--- src/rtl/time_set_ctrl_if.sv ---
// Front-panel / timekeeper signal bundle for the time-setting sequencer.
// The master side drives the buttons and the running time, and the slave side
// (the sequencer) drives the load strobe, the shadow time and the display hints.
interface time_set_ctrl_if;
    logic       btn_mode;
    logic       btn_inc;
    logic       btn_dec;
    logic [4:0] cur_hours;
    logic [5:0] cur_minutes;
    logic       set_time_flag;
    logic [4:0] set_hours;
    logic [5:0] set_minutes;
    logic       edit_active;
    logic [1:0] edit_field;
    logic       blink;

    modport master (
        output btn_mode, btn_inc, btn_dec, cur_hours, cur_minutes,
        input  set_time_flag, set_hours, set_minutes, edit_active, edit_field, blink
    );

    modport slave (
        input  btn_mode, btn_inc, btn_dec, cur_hours, cur_minutes,
        output set_time_flag, set_hours, set_minutes, edit_active, edit_field, blink
    );
endinterface

--- src/rtl/time_set_ctrl.sv ---
// Button-driven time-setting sequencer. Snapshots the running time into shadow
// registers, lets the user edit hours then minutes, and emits a one-cycle load
// strobe carrying the edited time. An idle edit is abandoned without a strobe.
module time_set_ctrl #(
    parameter int unsigned TIMEOUT_CYC = 30,
    parameter int unsigned BLINK_CYC   = 1
) (
    input  logic           clk,
    input  logic           rst,
    time_set_ctrl_if.slave bus_io
);

    // Counters only ever hold 0..N-1, so $clog2(N) bits suffice (min 1).
    localparam int unsigned ToW = (TIMEOUT_CYC > 1) ? $clog2(TIMEOUT_CYC) : 1;
    localparam int unsigned BlW = (BLINK_CYC > 1) ? $clog2(BLINK_CYC) : 1;
    localparam logic [ToW-1:0] ToLast = ToW'(TIMEOUT_CYC - 1);
    localparam logic [BlW-1:0] BlLast = BlW'(BLINK_CYC - 1);

    typedef enum logic [1:0] {
        StIdle,
        StEditH,
        StEditM,
        StCommit
    } state_e;

    state_e         state_q, state_d;
    logic           btn_mode_q, btn_inc_q, btn_dec_q;
    logic [4:0]     shadow_h_q, shadow_h_d;
    logic [5:0]     shadow_m_q, shadow_m_d;
    logic [ToW-1:0] to_cnt_q, to_cnt_d;
    logic [BlW-1:0] bl_cnt_q, bl_cnt_d;
    logic           blink_q, blink_d;

    logic       press_mode, press_inc, press_dec;
    logic       any_press, inc_only, dec_only, timed_out;
    logic       next_is_edit;
    logic [4:0] cap_h, h_inc, h_dec;
    logic [5:0] cap_m, m_inc, m_dec;

    // Rising-edge detection against the registered button copies.
    always_comb begin
        press_mode = bus_io.btn_mode & ~btn_mode_q;
        press_inc  = bus_io.btn_inc & ~btn_inc_q;
        press_dec  = bus_io.btn_dec & ~btn_dec_q;
        any_press  = press_mode | press_inc | press_dec;
        // inc together with dec cancels out
        inc_only   = press_inc & ~press_dec;
        dec_only   = press_dec & ~press_inc;
        timed_out  = ~any_press & (to_cnt_q == ToLast);
    end

    // Clamped capture values and compare-based wrap arithmetic.
    always_comb begin
        cap_h = (bus_io.cur_hours > 5'd23) ? 5'd0 : bus_io.cur_hours;
        cap_m = (bus_io.cur_minutes > 6'd59) ? 6'd0 : bus_io.cur_minutes;
        h_inc = (shadow_h_q == 5'd23) ? 5'd0 : shadow_h_q + 5'd1;
        h_dec = (shadow_h_q == 5'd0) ? 5'd23 : shadow_h_q - 5'd1;
        m_inc = (shadow_m_q == 6'd59) ? 6'd0 : shadow_m_q + 6'd1;
        m_dec = (shadow_m_q == 6'd0) ? 6'd59 : shadow_m_q - 6'd1;
    end

    // Next-state, shadow edits, timeout and blink bookkeeping.
    always_comb begin
        state_d    = state_q;
        shadow_h_d = shadow_h_q;
        shadow_m_d = shadow_m_q;
        to_cnt_d   = '0;
        bl_cnt_d   = '0;
        blink_d    = 1'b0;

        unique case (state_q)
            StIdle: begin
                if (press_mode) begin
                    shadow_h_d = cap_h;
                    shadow_m_d = cap_m;
                    state_d    = StEditH;
                end
            end
            StEditH: begin
                if (press_mode) begin
                    state_d = StEditM;
                end else if (timed_out) begin
                    state_d = StIdle;
                end else if (inc_only) begin
                    shadow_h_d = h_inc;
                end else if (dec_only) begin
                    shadow_h_d = h_dec;
                end
            end
            StEditM: begin
                if (press_mode) begin
                    state_d = StCommit;
                end else if (timed_out) begin
                    state_d = StIdle;
                end else if (inc_only) begin
                    shadow_m_d = m_inc;
                end else if (dec_only) begin
                    shadow_m_d = m_dec;
                end
            end
            StCommit: begin
                state_d = StIdle;
            end
            default: begin
                state_d = StIdle;
            end
        endcase

        next_is_edit = (state_d == StEditH) || (state_d == StEditM);

        if (next_is_edit) begin
            if (state_d != state_q) begin
                // Fresh field: blink restarts lit, idle count restarts.
                blink_d = 1'b1;
            end else begin
                to_cnt_d = any_press ? '0 : to_cnt_q + 1'b1;
                if (bl_cnt_q == BlLast) begin
                    blink_d = ~blink_q;
                end else begin
                    blink_d  = blink_q;
                    bl_cnt_d = bl_cnt_q + 1'b1;
                end
            end
        end
    end

    // State and datapath registers; reset abandons any edit without a strobe.
    always_ff @(posedge clk or negedge rst) begin
        if (!rst) begin
            state_q    <= StIdle;
            btn_mode_q <= 1'b0;
            btn_inc_q  <= 1'b0;
            btn_dec_q  <= 1'b0;
            shadow_h_q <= '0;
            shadow_m_q <= '0;
            to_cnt_q   <= '0;
            bl_cnt_q   <= '0;
            blink_q    <= 1'b0;
        end else begin
            state_q    <= state_d;
            btn_mode_q <= bus_io.btn_mode;
            btn_inc_q  <= bus_io.btn_inc;
            btn_dec_q  <= bus_io.btn_dec;
            shadow_h_q <= shadow_h_d;
            shadow_m_q <= shadow_m_d;
            to_cnt_q   <= to_cnt_d;
            bl_cnt_q   <= bl_cnt_d;
            blink_q    <= blink_d;
        end
    end

    // Moore outputs decoded from the registered state.
    always_comb begin
        bus_io.set_time_flag = (state_q == StCommit);
        bus_io.edit_active   = (state_q == StEditH) || (state_q == StEditM);
        bus_io.edit_field    = (state_q == StEditH) ? 2'b01 :
                               (state_q == StEditM) ? 2'b10 : 2'b00;
        bus_io.set_hours     = shadow_h_q;
        bus_io.set_minutes   = shadow_m_q;
        bus_io.blink         = blink_q;
    end

endmodule

--- src/flat_wrapper.sv ---
// flat-port wrapper written by rule: the top's interface ports become plain ports
module time_set_ctrl_flat 
#(
    parameter int unsigned TIMEOUT_CYC = 30,
    parameter int unsigned BLINK_CYC   = 1
)
  (clk, rst, bus_io_btn_mode, bus_io_btn_inc, bus_io_btn_dec, bus_io_cur_hours, bus_io_cur_minutes, bus_io_set_time_flag, bus_io_set_hours, bus_io_set_minutes, bus_io_edit_active, bus_io_edit_field, bus_io_blink);
  time_set_ctrl_if bus_io_i ();
  input  logic clk;
  input  logic rst;
  input wire logic [$bits(bus_io_i.btn_mode)-1:0] bus_io_btn_mode;
  input wire logic [$bits(bus_io_i.btn_inc)-1:0] bus_io_btn_inc;
  input wire logic [$bits(bus_io_i.btn_dec)-1:0] bus_io_btn_dec;
  input wire logic [$bits(bus_io_i.cur_hours)-1:0] bus_io_cur_hours;
  input wire logic [$bits(bus_io_i.cur_minutes)-1:0] bus_io_cur_minutes;
  output wire logic [$bits(bus_io_i.set_time_flag)-1:0] bus_io_set_time_flag;
  output wire logic [$bits(bus_io_i.set_hours)-1:0] bus_io_set_hours;
  output wire logic [$bits(bus_io_i.set_minutes)-1:0] bus_io_set_minutes;
  output wire logic [$bits(bus_io_i.edit_active)-1:0] bus_io_edit_active;
  output wire logic [$bits(bus_io_i.edit_field)-1:0] bus_io_edit_field;
  output wire logic [$bits(bus_io_i.blink)-1:0] bus_io_blink;
  assign bus_io_i.btn_mode = bus_io_btn_mode;
  assign bus_io_i.btn_inc = bus_io_btn_inc;
  assign bus_io_i.btn_dec = bus_io_btn_dec;
  assign bus_io_i.cur_hours = bus_io_cur_hours;
  assign bus_io_i.cur_minutes = bus_io_cur_minutes;
  assign bus_io_set_time_flag = bus_io_i.set_time_flag;
  assign bus_io_set_hours = bus_io_i.set_hours;
  assign bus_io_set_minutes = bus_io_i.set_minutes;
  assign bus_io_edit_active = bus_io_i.edit_active;
  assign bus_io_edit_field = bus_io_i.edit_field;
  assign bus_io_blink = bus_io_i.blink;
  time_set_ctrl #(.TIMEOUT_CYC(TIMEOUT_CYC), .BLINK_CYC(BLINK_CYC)) u_core (.clk(clk), .rst(rst), .bus_io(bus_io_i));
endmodule
--- config.mk ---
export PLATFORM = sky130hd
export DESIGN_NAME = time_set_ctrl_flat
export DESIGN_NICKNAME = d
export VERILOG_FILES = /design/src/rtl/time_set_ctrl_if.sv /design/src/rtl/time_set_ctrl.sv /design/src/flat_wrapper.sv
export SDC_FILE = /design/constraint.sdc
export NUM_CORES = 1
export LEC_CHECK = 0
export BUFFER_PORTS_ARGS = -buffer_cell sky130_fd_sc_hd__buf_2
export CORE_MARGIN = 2
export CORE_UTILIZATION = 30
export CTS_CLUSTER_SIZE = 14
export DETAILED_ROUTE_END_ITERATION = 6
export GPL_TIMING_DRIVEN = 0
export PLACE_DENSITY = 0.49
export SYNTH_ARGS = -nofsm -noshare
export SYNTH_HDL_FRONTEND = slang
export SYNTH_SLANG_ARGS = --single-unit
--- constraint.sdc ---
create_clock -name clk -period 1.94 [get_ports clk]
set_clock_uncertainty 0.1 [all_clocks]
set_input_delay 0.097 -clock clk [delete_from_list [all_inputs] [get_ports clk]]
set_output_delay 0.097 -clock clk [all_outputs]
set_load 0.005 [all_outputs]
==> impl_metrics.py <==
metrics = {
    "worst_setup_path": {
        "crit_chain": "ha_1 -> and4_4 -> nand3_2 -> a211o_1 -> mux2i_4 -> nor3_2",
        "critPathMaxFanout": 5,
        "required_ns": 1.99,
        "cp.arrival_ns": 1.95,
        "cp_slowest_cell": "dfrtp_1",
        "start_kind": "register",
        "critPathTopFamily": "flip-flops",
        "critPathBufInv": 0,
        "crit-reg2reg-launch": "u_core.to_cnt_q[0]",
        "cp-end-kind": "register",
        "critical_path.max_stage_delay_ns": 0.43,
        "critPathKind": "reg -> reg",
        "worstSetupStartpoint": "u_core.to_cnt_q[0]",
    },
    "clocking": {
        "cts_root_buf": "clkbuf_8",
        "cts_tree": "built",
        "clock_sinks": 22,
        "path_clk_slew_ns": 0.09,
        "worstSkewPairLatency_ns": 0.27,
        "cts_buffer_depth": 2,
        "cts.htree.levels": 1,
        "cts_buffers": 3,
    },
    "cells_and_area": {
        "fin_util": 0.441,
        "syn_to_final_growth_pct": 42.3,
        "drive_gt1_frac": 0.392,
        "final_nets": 306,
        "fin_area_um2": 2600,
        "num_antenna_cells": 0,
    },
    "route": {
        "drc": 0,
        "post_drt_wl_per_cell_um": 15.0,
        "vias_per_cell": 5.36,
        "vias": 1892,
        "routed_wl_mm": 5.29,
        "detail_route.iter0.violations": 124,
        "dr.pass1.iters": 4,
        "ant_nets": 0,
    },
    "placed_design": {
        "dp_hpwl_mm": 3.72,
        "dp_slack_ns": -0.324,
        "port_buffers": 31,
        "place_area_um2": 2080,
        "gp_congestion": 0.795,
    },
    "die": {
        "core-area_um2": 5890,
        "start_util": 0.310,
        "pin_count": 32,
        "dieArea_um2": 6720,
        "dieHeight_um": 82.0,
        "row_count": 28,
        "die_w_um": 82.0,
    },
    "power": {
        "powerDensity_nw_per_um2": 1450,
        "seq_power_share": 0.218,
        "p_total_w": 0.00378,
        "leakage_nw": 1.09,
        "swShare": 0.447,
        "clkPwrFrac": 0.119,
        "irDropWorstVdd_uv": 913,
        "power_switching_w": 0.00169,
        "intPower_w": 0.00209,
        "pwr-share-comb": 0.663,
    },
    "sta": {
        "postLayoutSetupSlackWorst_ns": 0.0344,
        "finalSetupViolCount": 0,
        "rsz0062_at_grt": "yes",
        "tightestPinTransition_ns": 0.559,
        "fin_crit_ns": 1.91,
        "fin_crit_sh": 0.982,
        "fin_setup_tns_ns": 0,
        "report.final.slew_viol_count": 0,
        "hold_violations": 0,
        "slew_headroom": 0.628,
        "clock.fmax_mhz": 525,
    },
    "global_routing": {
        "groute.usage.overall": 0.161,
        "grt_max_degree": 23,
        "antenna_found_initial": 0,
        "grt_overflow": 0,
        "grt_first_pass_wirelength_mm": 8.49,
        "grt_pass1_vias": 1774,
    },
    "synthesis": {
        "synthesis.nets": 243,
        "netlist.area_leader.share": 0.302,
        "yosysWarnings": 0,
        "ys_ff_latch": 22,
        "yosysTopAreaCell": "dfrtp_1",
        "synth_area_leaders": "dfrtp_1, ha_1, o21ai_0",
        "synth-edff-count": 0,
        "synth_area_per_cell_um2": 8.45,
        "synthArstFlopShare": 1.00,
        "dominantRegCellSynth": "dfrtp_1",
        "netlist_instances": 216,
        "ys_seq_area_frac": 0.302,
        "synth_cell_types": 59,
        "netlist_area_um2": 1830,
    },
    "outcome": {
        "status": "completed",
    },
    "flow_run": {
        "drv_cap": 0,
    },
    "min_path": {
        "hold_path_class": "in -> reg",
        "hold_path_startpoint": "bus_io_cur_hours[1]",
    },
}
[worst paths after layout]
| kind | to | slack [ns] | depth (start not counted) |
|---|---|---|---|
| setup / recovery | u_core.to_cnt_q[4] | 0.03 | 6 |
| hold / removal | u_core.bus_io.set_hours[1] | 0.02 | 3 |
| setup reg to reg | u_core.to_cnt_q[4] | 0.03 | 6 |
| hold reg to reg | u_core.to_cnt_q[0] | 0.42 | 1 |
| max in group asynchronous | u_core.bus_io.set_hours[0] | 1.09 | 2 |
| min in group asynchronous | u_core.to_cnt_q[0] | 0.24 | 2 |
[worst register-to-register path, delay by kind of cell (launching register included)]
kind                     cells  cell delay [ns]
AO/OA/AOI/OAI                1             0.36
multiplexers                 1             0.31
flip-flops                   1             0.43
adder cells (fa/ha/maj)      1             0.19
AND/OR/NAND/NOR              3             0.40
[synth_stat cells, types with 2 or more instances]
library cell  count
dfrtp_1          22
o21ai_0          17
a21oi_1          16
nor3_1           14
nand2_1          12
nand3_1          12
ha_1             11
nor2_1           11
inv_1            10
a31oi_1           8
a211oi_1          6
buf_2             6
a21o_1            3
a32oi_1           3
nand2b_1          3
o311ai_0          3
xnor2_1           3
and3_1            2
buf_6             2
clkbuf_1          2
mux2i_1           2
nand3b_1          2
nand4_1           2
nand4b_1          2
nor2b_1           2
nor3b_1           2
o21ai_1           2
o311ai_1          2
o31ai_1           2
or3_1             2
xor2_1            2
[cell type report]
type                            count  area (µm²)
Multi-Input combinational cell    174        1370
Fill cell                         592        3290
Tap cell                           75        93.8
Timing Repair Buffer               58         389
Clock inverter                      1        30.0
Clock buffer                        3        41.3
Sequential cell                    22         557
Buffer                             10        75.1
Inverter                           10        45.0
[cell usage in the layout, fill, tap and decap left out, drive strengths merged, types with 4 or more instances in the layout]
cell / count
dfrtp: 22
a31oi: 9
a211oi: 6
o311ai: 5
inv: 9
nor3: 14
nand2: 12
clkbuf: 5
o21ai: 19
dlygate4sd3: 6
buf: 60
nand3: 13
a21oi: 16
nor2: 12
ha: 11
nand2b: 4
[flip-flops by register name, summed over array words and instances (netlist names)]
| name | cells |
|---|---|
| u_core.to_cnt_q | 5 |
| u_core.btn_dec_q | 1 |
| u_core.bus_io.blink | 1 |
| u_core.btn_mode_q | 1 |
| u_core.state_q | 2 |
| u_core.btn_inc_q | 1 |
| u_core.bus_io.set_hours | 5 |
| u_core.bus_io.set_minutes | 6 |
[stage by stage]
stage	cells	hold WS (ns)
after global placement	322	0.0315
after global routing	353	0.0609
after floorplan	216	-0.299
after detailed placement	322	0.0315
final	353	0.0221
after CTS	340	0.0246
[cell families after synthesis]
family,Yosys count,share of synthesized area
mux,3,0.0185
buf+inv,20,0.0535
fa+ha+maj,11,0.0754
compound gates,75,0.271
simple gates,80,0.256
flops,22,0.302
xor+xnor,5,0.0240
[routing by layer]
metal / routed length (µm) / track usage / vias up / part of all wire
met4: 28 / 0.0417 / 0 / 0.0053
met1: 2540 / 0.222 / 920 / 0.48
met2: 2590 / 0.266 / 26 / 0.49
li1: - / - / 944 / -
met5: 0 / 0 / - / 0
met3: 136 / 0.0198 / 2 / 0.026
[repair_timing]
action / in CTS / in global routing
endpoints found under the setup margin: 17 / 17
endpoints found under the hold margin: 27 / 0
pin swaps: 5 / 11
setup buffers: 8 / 14
hold buffers: 6 / 0
gates resized for setup: 25 / 30
[power by group through the flow]
stage / combinational [W] / clock [W] / sequential [W]
2_1_floorplan: 0.00127 / 0 / 0.000807
4_1_cts: 0.00207 / 0.000461 / 0.000841
3_3_place_gp: 0.00177 / 0 / 0.000854
5_1_grt: 0.00278 / 0.000480 / 0.000861
3_5_place_dp: 0.00176 / 0 / 0.000852
6_report: 0.00250 / 0.000448 / 0.000825
No activity file was read; power rests on OpenSTA's default activity.
